==> src/rtl/iir_stimulus_gen_if.sv <==
// Stimulus generator port bundle: request fields in,
// filter sample stream and status out.
interface iir_stimulus_gen_if #(
  parameter int word_size  = 8,
  parameter int count_size = 16
);
  logic                  start;
  logic                  abort;
  logic [1:0]            mode;
  logic [word_size-1:0]  amplitude;
  logic [7:0]            half_period;
  logic [count_size-1:0] lead_cycles;
  logic [count_size-1:0] num_samples;
  logic [word_size-1:0]  Data_out;
  logic                  sample_valid;
  logic                  busy;
  logic                  done;

  modport master (
    output start, abort, mode, amplitude,
    output half_period, lead_cycles, num_samples,
    input  Data_out, sample_valid, busy, done
  );

  modport slave (
    input  start, abort, mode, amplitude,
    input  half_period, lead_cycles, num_samples,
    output Data_out, sample_valid, busy, done
  );
endinterface

==> src/rtl/iir_stimulus_gen.sv <==
// Impulse/step/square/ramp sample source for the IIR/FIR
// filter Data_in port, with zero lead-in and done pulse.
module iir_stimulus_gen #(
  parameter int word_size  = 8,
  parameter int count_size = 16
) (
  input logic               clock,
  input logic               reset,
  iir_stimulus_gen_if.slave bus
);

  typedef enum logic [1:0] {
    S_IDLE,
    S_LEAD,
    S_RUN,
    S_DONE
  } state_t;

  state_t state_q, state_d;

  logic [1:0]            mode_q, mode_d;
  logic [word_size-1:0]  amp_q, amp_d;
  logic [7:0]            hp_q, hp_d;
  logic [count_size-1:0] num_q, num_d;
  logic [count_size-1:0] cnt_q, cnt_d;
  logic [word_size-1:0]  acc_q, acc_d;
  logic [7:0]            phase_q, phase_d;
  logic                  level_q, level_d;
  logic                  first_q, first_d;
  logic [word_size-1:0]  data_q, data_d;
  logic                  valid_q, valid_d;
  logic                  busy_q, busy_d;
  logic                  done_q, done_d;

  logic [7:0] hp_in_m1;
  logic [7:0] hp_q_m1;

  // A zero half period behaves like one: reload value 0.
  always_comb begin
    hp_in_m1 = (bus.half_period == 8'd0) ?
               8'd0 : bus.half_period - 8'd1;
    hp_q_m1  = (hp_q == 8'd0) ? 8'd0 : hp_q - 8'd1;
  end

  always_comb begin
    state_d = state_q;
    mode_d  = mode_q;
    amp_d   = amp_q;
    hp_d    = hp_q;
    num_d   = num_q;
    cnt_d   = cnt_q;
    acc_d   = acc_q;
    phase_d = phase_q;
    level_d = level_q;
    first_d = first_q;
    data_d  = '0;
    valid_d = 1'b0;
    busy_d  = 1'b0;
    done_d  = 1'b0;

    unique case (state_q)
      S_IDLE: begin
        if (bus.start) begin
          mode_d  = bus.mode;
          amp_d   = bus.amplitude;
          hp_d    = bus.half_period;
          num_d   = bus.num_samples;
          acc_d   = '0;
          phase_d = hp_in_m1;
          level_d = 1'b1;
          first_d = 1'b1;
          if (bus.lead_cycles != '0) begin
            cnt_d   = bus.lead_cycles;
            state_d = S_LEAD;
          end else if (bus.num_samples != '0) begin
            cnt_d   = bus.num_samples;
            state_d = S_RUN;
          end else begin
            state_d = S_DONE;
          end
        end
      end
      S_LEAD: begin
        valid_d = 1'b1;
        busy_d  = 1'b1;
        if (cnt_q == count_size'(1)) begin
          cnt_d   = num_q;
          state_d = (num_q != '0) ? S_RUN : S_DONE;
        end else begin
          cnt_d = cnt_q - count_size'(1);
        end
      end
      S_RUN: begin
        valid_d = 1'b1;
        busy_d  = 1'b1;
        unique case (mode_q)
          2'd0: data_d = first_q ? amp_q : '0;
          2'd1: data_d = amp_q;
          2'd2: data_d = level_q ? amp_q : '0;
          default: data_d = acc_q;
        endcase
        first_d = 1'b0;
        acc_d   = acc_q + amp_q;
        if (phase_q == 8'd0) begin
          phase_d = hp_q_m1;
          level_d = ~level_q;
        end else begin
          phase_d = phase_q - 8'd1;
        end
        if (cnt_q == count_size'(1)) begin
          state_d = S_DONE;
        end else begin
          cnt_d = cnt_q - count_size'(1);
        end
      end
      S_DONE: begin
        done_d  = 1'b1;
        state_d = S_IDLE;
      end
      default: state_d = S_IDLE;
    endcase

    if (bus.abort) begin
      state_d = S_IDLE;
      data_d  = '0;
      valid_d = 1'b0;
      busy_d  = 1'b0;
      done_d  = 1'b0;
    end
  end

  always_ff @(posedge clock) begin
    if (reset) begin
      state_q <= S_IDLE;
      mode_q  <= '0;
      amp_q   <= '0;
      hp_q    <= '0;
      num_q   <= '0;
      cnt_q   <= '0;
      acc_q   <= '0;
      phase_q <= '0;
      level_q <= 1'b0;
      first_q <= 1'b0;
      data_q  <= '0;
      valid_q <= 1'b0;
      busy_q  <= 1'b0;
      done_q  <= 1'b0;
    end else begin
      state_q <= state_d;
      mode_q  <= mode_d;
      amp_q   <= amp_d;
      hp_q    <= hp_d;
      num_q   <= num_d;
      cnt_q   <= cnt_d;
      acc_q   <= acc_d;
      phase_q <= phase_d;
      level_q <= level_d;
      first_q <= first_d;
      data_q  <= data_d;
      valid_q <= valid_d;
      busy_q  <= busy_d;
      done_q  <= done_d;
    end
  end

  assign bus.Data_out     = data_q;
  assign bus.sample_valid = valid_q;
  assign bus.busy         = busy_q;
  assign bus.done         = done_q;

endmodule

==> src/flat_wrapper.sv <==
// flat-port wrapper written by rule: the top's interface ports become plain ports
module iir_stimulus_gen_flat 
#(
  parameter int word_size  = 8,
  parameter int count_size = 16
)
  (clock, reset, bus_start, bus_abort, bus_mode, bus_amplitude, bus_half_period, bus_lead_cycles, bus_num_samples, bus_Data_out, bus_sample_valid, bus_busy, bus_done);
  iir_stimulus_gen_if #(.word_size(word_size), .count_size(count_size)) bus_i ();
  input logic clock;
  input logic reset;
  input wire logic [$bits(bus_i.start)-1:0] bus_start;
  input wire logic [$bits(bus_i.abort)-1:0] bus_abort;
  input wire logic [$bits(bus_i.mode)-1:0] bus_mode;
  input wire logic [$bits(bus_i.amplitude)-1:0] bus_amplitude;
  input wire logic [$bits(bus_i.half_period)-1:0] bus_half_period;
  input wire logic [$bits(bus_i.lead_cycles)-1:0] bus_lead_cycles;
  input wire logic [$bits(bus_i.num_samples)-1:0] bus_num_samples;
  output wire logic [$bits(bus_i.Data_out)-1:0] bus_Data_out;
  output wire logic [$bits(bus_i.sample_valid)-1:0] bus_sample_valid;
  output wire logic [$bits(bus_i.busy)-1:0] bus_busy;
  output wire logic [$bits(bus_i.done)-1:0] bus_done;
  assign bus_i.start = bus_start;
  assign bus_i.abort = bus_abort;
  assign bus_i.mode = bus_mode;
  assign bus_i.amplitude = bus_amplitude;
  assign bus_i.half_period = bus_half_period;
  assign bus_i.lead_cycles = bus_lead_cycles;
  assign bus_i.num_samples = bus_num_samples;
  assign bus_Data_out = bus_i.Data_out;
  assign bus_sample_valid = bus_i.sample_valid;
  assign bus_busy = bus_i.busy;
  assign bus_done = bus_i.done;
  iir_stimulus_gen #(.word_size(word_size), .count_size(count_size)) u_core (.clock(clock), .reset(reset), .bus(bus_i));
endmodule
==> config.mk <==
export PLATFORM = sky130hd
export DESIGN_NAME = iir_stimulus_gen_flat
export DESIGN_NICKNAME = d
export VERILOG_FILES = /design/src/rtl/iir_stimulus_gen_if.sv /design/src/rtl/iir_stimulus_gen.sv /design/src/flat_wrapper.sv
export SDC_FILE = /design/constraint.sdc
export NUM_CORES = 1
export LEC_CHECK = 0
export ABC_AREA = 1
export CORE_AREA = 2 2 93 131
export CTS_BUF_LIST = sky130_fd_sc_hd__clkbuf_8
export CTS_CLUSTER_DIAMETER = 200
export DETAILED_ROUTE_END_ITERATION = 8
export DIE_AREA = 0 0 95 133
export GPL_TIMING_DRIVEN = 0
export PLACE_DENSITY = 0.76
export SETUP_SLACK_MARGIN = 0.15
export SLEW_MARGIN = 0
export SYNTH_ARGS = -nofsm -noshare
export SYNTH_HDL_FRONTEND = slang
export SYNTH_SLANG_ARGS = --single-unit
export TNS_END_PERCENT = 10
==> constraint.sdc <==
create_clock -name clock -period 4.3 [get_ports clock]
set_input_delay 0.43 -clock clock [delete_from_list [all_inputs] [get_ports clock]]
set_output_delay 0.43 -clock clock [all_outputs]
set_load 0.01 [all_outputs]
Word-level counts from Yosys, hierarchy flattened
Index checks and enable logic that the tools add are counted.

word-level totals
  output and inout bits = 11
  logic and storage cells = 79
  bits of input ports = 54
  register bits = 80

cells by class
  reductions and logical operators = 18
  bitwise gates (word level) = 2
  multiplexer cells = 29
  equal/unequal tests = 12
  add/sub/neg operators = 5

operators with widths
  cell                                                   count
  2-to-1 mux 16 bit                                      5
  2-to-1 mux 8 bit                                       7
  case mux 16 bit (3 select lines)                       1
  nonzero test 16 bit                                    3
  case mux 8 bit (2 select lines)                        2
  logical NOT 8 bit                                      3
  case mux 8 bit (3 select lines)                        1
  subtractor 8 x 1 -> 8 bit (second input constant)      3
  equality test 16 x 1 -> 1 bit (second input constant)  1
  subtractor 16 x 1 -> 16 bit (second input constant)    1
  adder 8 bit                                            1
  2-to-1 mux 2 bit                                       4
  case mux 2 bit (4 select lines)                        1
  equality test 2 bit (second input constant)            3
  2-to-1 mux 1 bit                                       6
  != test 2 x 1 -> 1 bit (second input constant)         3
  AND reduction 3 bit                                    2
  equality test 2 x 1 -> 1 bit (second input constant)   2
  logical NOT 2 bit                                      2
  != test 2 bit (second input constant)                  2
  case mux 1 bit (2 select lines)                        2
  AND reduction 2 bit                                    2
  AND reduction 4 bit                                    1
  OR reduction 2 bit                                     2
  5 further kinds                                        6

Logic depth before layout (Yosys ltp)
  depth in word-level cells = 5
  gate-level depth with buffers = 13

Least setup slack after synthesis
OpenSTA, ideal clock, no wires.

  kind = reg-to-reg
  start = reg u_core.state_q[0]
  end = reg u_core.cnt_q[11]
  data required time = 4160 ps
  data arrival time = 1520 ps
  cell stages (with the launch flop) = 8
  slack = 2640 ps
  cell sequence = dfxtp_1 inv_1 ha_1 clkbuf_1 buf_1 nand3_1 nand2_1 a21oi_2

between the ends
  word-level cells in the longest chain between the ends = 3
  elaborated cells on any way between the ends = 9
  those cells by class = eq/ne: 5; mux: 1; reduce/logical: 3

ends and longest elaborated chain
  item                                             line                     text
  start, declared                                  iir_stimulus_gen.sv:19   state_t state_q, state_d;
  start signal, assigned                           iir_stimulus_gen.sv:149  state_q <= state_d;
  equality test 2 bit (tied with other cells)      iir_stimulus_gen.sv:61   unique case (state_q)
  != test 2 bit (no line) (tied with other cells)  -
  AND reduction 4 bit (no line)                    -
  end signal, assigned                             iir_stimulus_gen.sv:154  cnt_q <= cnt_d;
  end, declared                                    iir_stimulus_gen.sv:25   logic [count_size-1:0] cnt_q, cnt_d;

Parallel ways exist; a longest one is shown, timed or not.
A chain may end at the register's enable or synchronous reset.

Final worst setup path
  start = reg u_core.state_q[0]
  end = reg u_core.cnt_q[7]

Same word-level chain as after synthesis.

==> results.cfg <==
[status]
status = finished, final reports clean

[timing]
tns_ps = 0
hold-worst-slack_ps = 475.3
finalHoldViolations = 0
drv_slew = 0
fin_worst_skew_ps = 10.42
max_slew_margin_pct = 47.42
rsz0062_at_grt = false
period_share_pct = 49.51
fmax_mhz = 469.7
tightest_slew_ps = 788.7
setup_viol_count_final = 0
min_period_ps = 2129

[cells_and_area]
drive_gt1_share_pct = 5.347
ff_latch_area_mm2 = 0.001602
final_area_mm2 = 0.006093
nNetsFinal = 947
synthToLayoutAreaGrowth_pct = 20.37
multi_input_area_mm2 = 0.002935
fin_cells = 1026
antenna_cells = 0
fillCellCount = 1208

[critical_path]
critPathMaxStageDelay_ps = 450
worstSetupStartpointType = flip-flop
cp_data_arrival_time_ps = 2370
crit_type = reg2reg
crit_path_cell_trace = inv_1 -> ha_1 -> clkbuf_1 -> buf_1 -> nand3_1 -> nand2_1 -> a21oi_2
endpoint_kind = flip-flop
crit_slowest_cell = buf_1
worst-endpoint-required_ps = 4540
crit_fanout = 10

[routing]
viasPerCell = 5.249
post_drt_wl_per_cell_um = 14.73
drt.antenna.violating_nets = 0
drt_iter0_drc = 279
dr.pass1.iters = 5
drc = 0
vias = 5385
routed_wl_mm = 15.12

[clocking]
cts.sinks = 80
cts_max_level = 3
clk_pin_slew_worst_paths_ps = 90
clock_path_buffers = 2
numCtsBuffers = 9
cts_tree = yes
clk_latency_ps = 380
cts-root-buf = clkbuf_8
cts_resized = 0
postCtsSetupRepairBufs = 0
cts_hold_buf = 0

[power]
p_clk_share_pct = 28.0
power_mw = 2.130
power_density_mw_per_mm2 = 349.6
internal_power_mw = 1.336
p_sw_uw = 794.6
combPwrFrac_pct = 31.4
swShare_pct = 37.30
vdd_ir_drop_max_uv = 150.2
p_leak_nw = 2.750
pwr-share-seq_pct = 40.6

[worst_hold_path]
min_path_type = reg2reg

[place]
dp.cells = 1010
port_buffers = 64
detailedPlacementHpwl_mm = 11.83
gp_congestion = 0.9609
placed_cell_area_mm2 = 0.005887

[yosys]
synth_flop_cell = dfxtp_1
synth.largest_area_cell = dfxtp_1
synth_area_leaders = dfxtp_1 (32%), nand2_1 (12%), nor2_1 (8.3%)
yosysSeqAreaShare_pct = 31.64
syn_nets = 872
ys_ff_latch = 80
netlist_top_cells_count = nand2_1 (163), nor2_1 (112), inv_1 (104), o21ai_0 (83), dfxtp_1 (80)
synth_edf_count = 0
yosys.area.top_type_share_pct = 31.64
synth_most_common_cell = nand2_1
synth.avg_cell_area_um2 = 6.336
synth_area_mm2 = 0.005062
yosysWarnings = 0
syn_inst = 799
async_reset_ff_share_pct = 0
synth.distinct_cells = 35

[global_route]
grt_pass1_vias = 5088
grt_max_degree = 15
grt_pass1_wl_mm = 24.31
antenna_found_initial = 0
grt_overflow = 0
grt_usage_pct = 24.89

[floorplan]
io_pins = 65
die_w_um = 95
dieArea_mm2 = 0.01264
initial_utilization_pct = 43.70
die_h_um = 133
rows = 47
core_area_mm2 = 0.01158

[run]
maxCapViolCount = 0
cell type report:
cell class | count | share of cell area [%]
multi-input combinational | 586 | 48.17
sequential | 80 | 26.28
timing repair buffer | 64 | 10.51
inverter | 107 | 6.591
tap | 147 | 3.018
clock buffer | 10 | 2.259
buffer | 26 | 2.033
clock inverter | 6 | 1.129
placed cells by master (no fill, tap or decap), types with 2 or more instances in the layout:
cell / count
nand2_1: 163
nor2_1: 112
inv_1: 105
o21ai_0: 83
dfxtp_1: 80
a21oi_1: 72
clkdlybuf4s50_1: 64
nand3_1: 62
clkbuf_1: 19
ha_1: 18
xor2_1: 14
nand4_1: 10
clkbuf_8: 10
a21oi_2: 8
nor2_2: 6
nor3_1: 4
a31oi_1: 4
xnor2_1: 4
o22ai_1: 4
inv_2: 3
o21ai_1: 3
nand2_2: 3
buf_2: 3
clkinv_4: 3
nor2_4: 2
nand2_4: 2
nor4_1: 2
a21o_1: 2
nand3b_1: 2
o211ai_1: 2
per-layer routing:
metal | wire, µm | vias to the layer above | GRT usage [%] | part of all wire (%)
li1 | - | 2729 | - | -
met1 | 5909 | 2417 | 28.28 | 39
met5 | 0 | - | 0 | 0
met3 | 785 | 48 | 3.929 | 5.2
met2 | 7642 | 191 | 42.87 | 51
met4 | 778 | 0 | 14.90 | 5.1
per-stage QoR:
| step | util [%] | worst slack, ps |
|---|---|---|
| global route | 52.60 | 2004 |
| floorplan | - | 2640 |
| global placement | 50.82 | 2023 |
| detailed placement | 50.82 | 1992 |
| CTS | 52.60 | 2159 |
| finish | 52.60 | 2171 |
power groups by stage:
| stage | clock network, mW | registers, mW | logic [mW] |
|---|---|---|---|
| after floorplan | 0 | 0.864 | 0.464 |
| after global placement | 0 | 0.880 | 0.653 |
| after detailed placement | 0 | 0.881 | 0.658 |
| after CTS | 0.600 | 0.864 | 0.661 |
| after global routing | 0.629 | 0.874 | 0.752 |
| final | 0.597 | 0.866 | 0.668 |
critical path: cells and delay by family, from the launching register on:
kind | cells | cell delay [ps]
buf+inv | 3 | 900
compound gates | 1 | 60
fa+ha+maj | 1 | 360
simple gates | 2 | 280
flops | 1 | 390
flip-flops by register name, indices dropped and copies added, names as in the netlist, 2 cells and up:
name	count
u_core.cnt_q	16
u_core.num_q	16
u_core.acc_q	8
u_core.amp_q	8
u_core.bus.Data_out	8
u_core.hp_q	8
u_core.phase_q	8
u_core.mode_q	2
u_core.state_q	2
cell families (layout without fill, tap and decap cells):
family / after synthesis / count (layout) / synth area share (%)
adders and majority gates: 19 / 19 / 4.844
xor gates and xnor gates: 18 / 18 / 3.114
AOI/OAI and AO/OA: 179 / 179 / 18.73
DFF: 80 / 80 / 31.64
and+or+nand+nor: 370 / 370 / 31.29
buffers and inverters: 133 / 213 / 10.38
path summary, 6_finish.rpt:
path / start / end / slack [ps] / cells after the start
worst max-delay path: u_core.state_q[0] / u_core.cnt_q[7] / 2170 / 7
worst min-delay path: u_core.num_q[13] / u_core.num_q[13] / 480 / 2
worst max register to register: u_core.state_q[0] / u_core.cnt_q[7] / 2170 / 7
worst min register to register: u_core.num_q[13] / u_core.num_q[13] / 480 / 2
(Power assumes the default switching activity.)
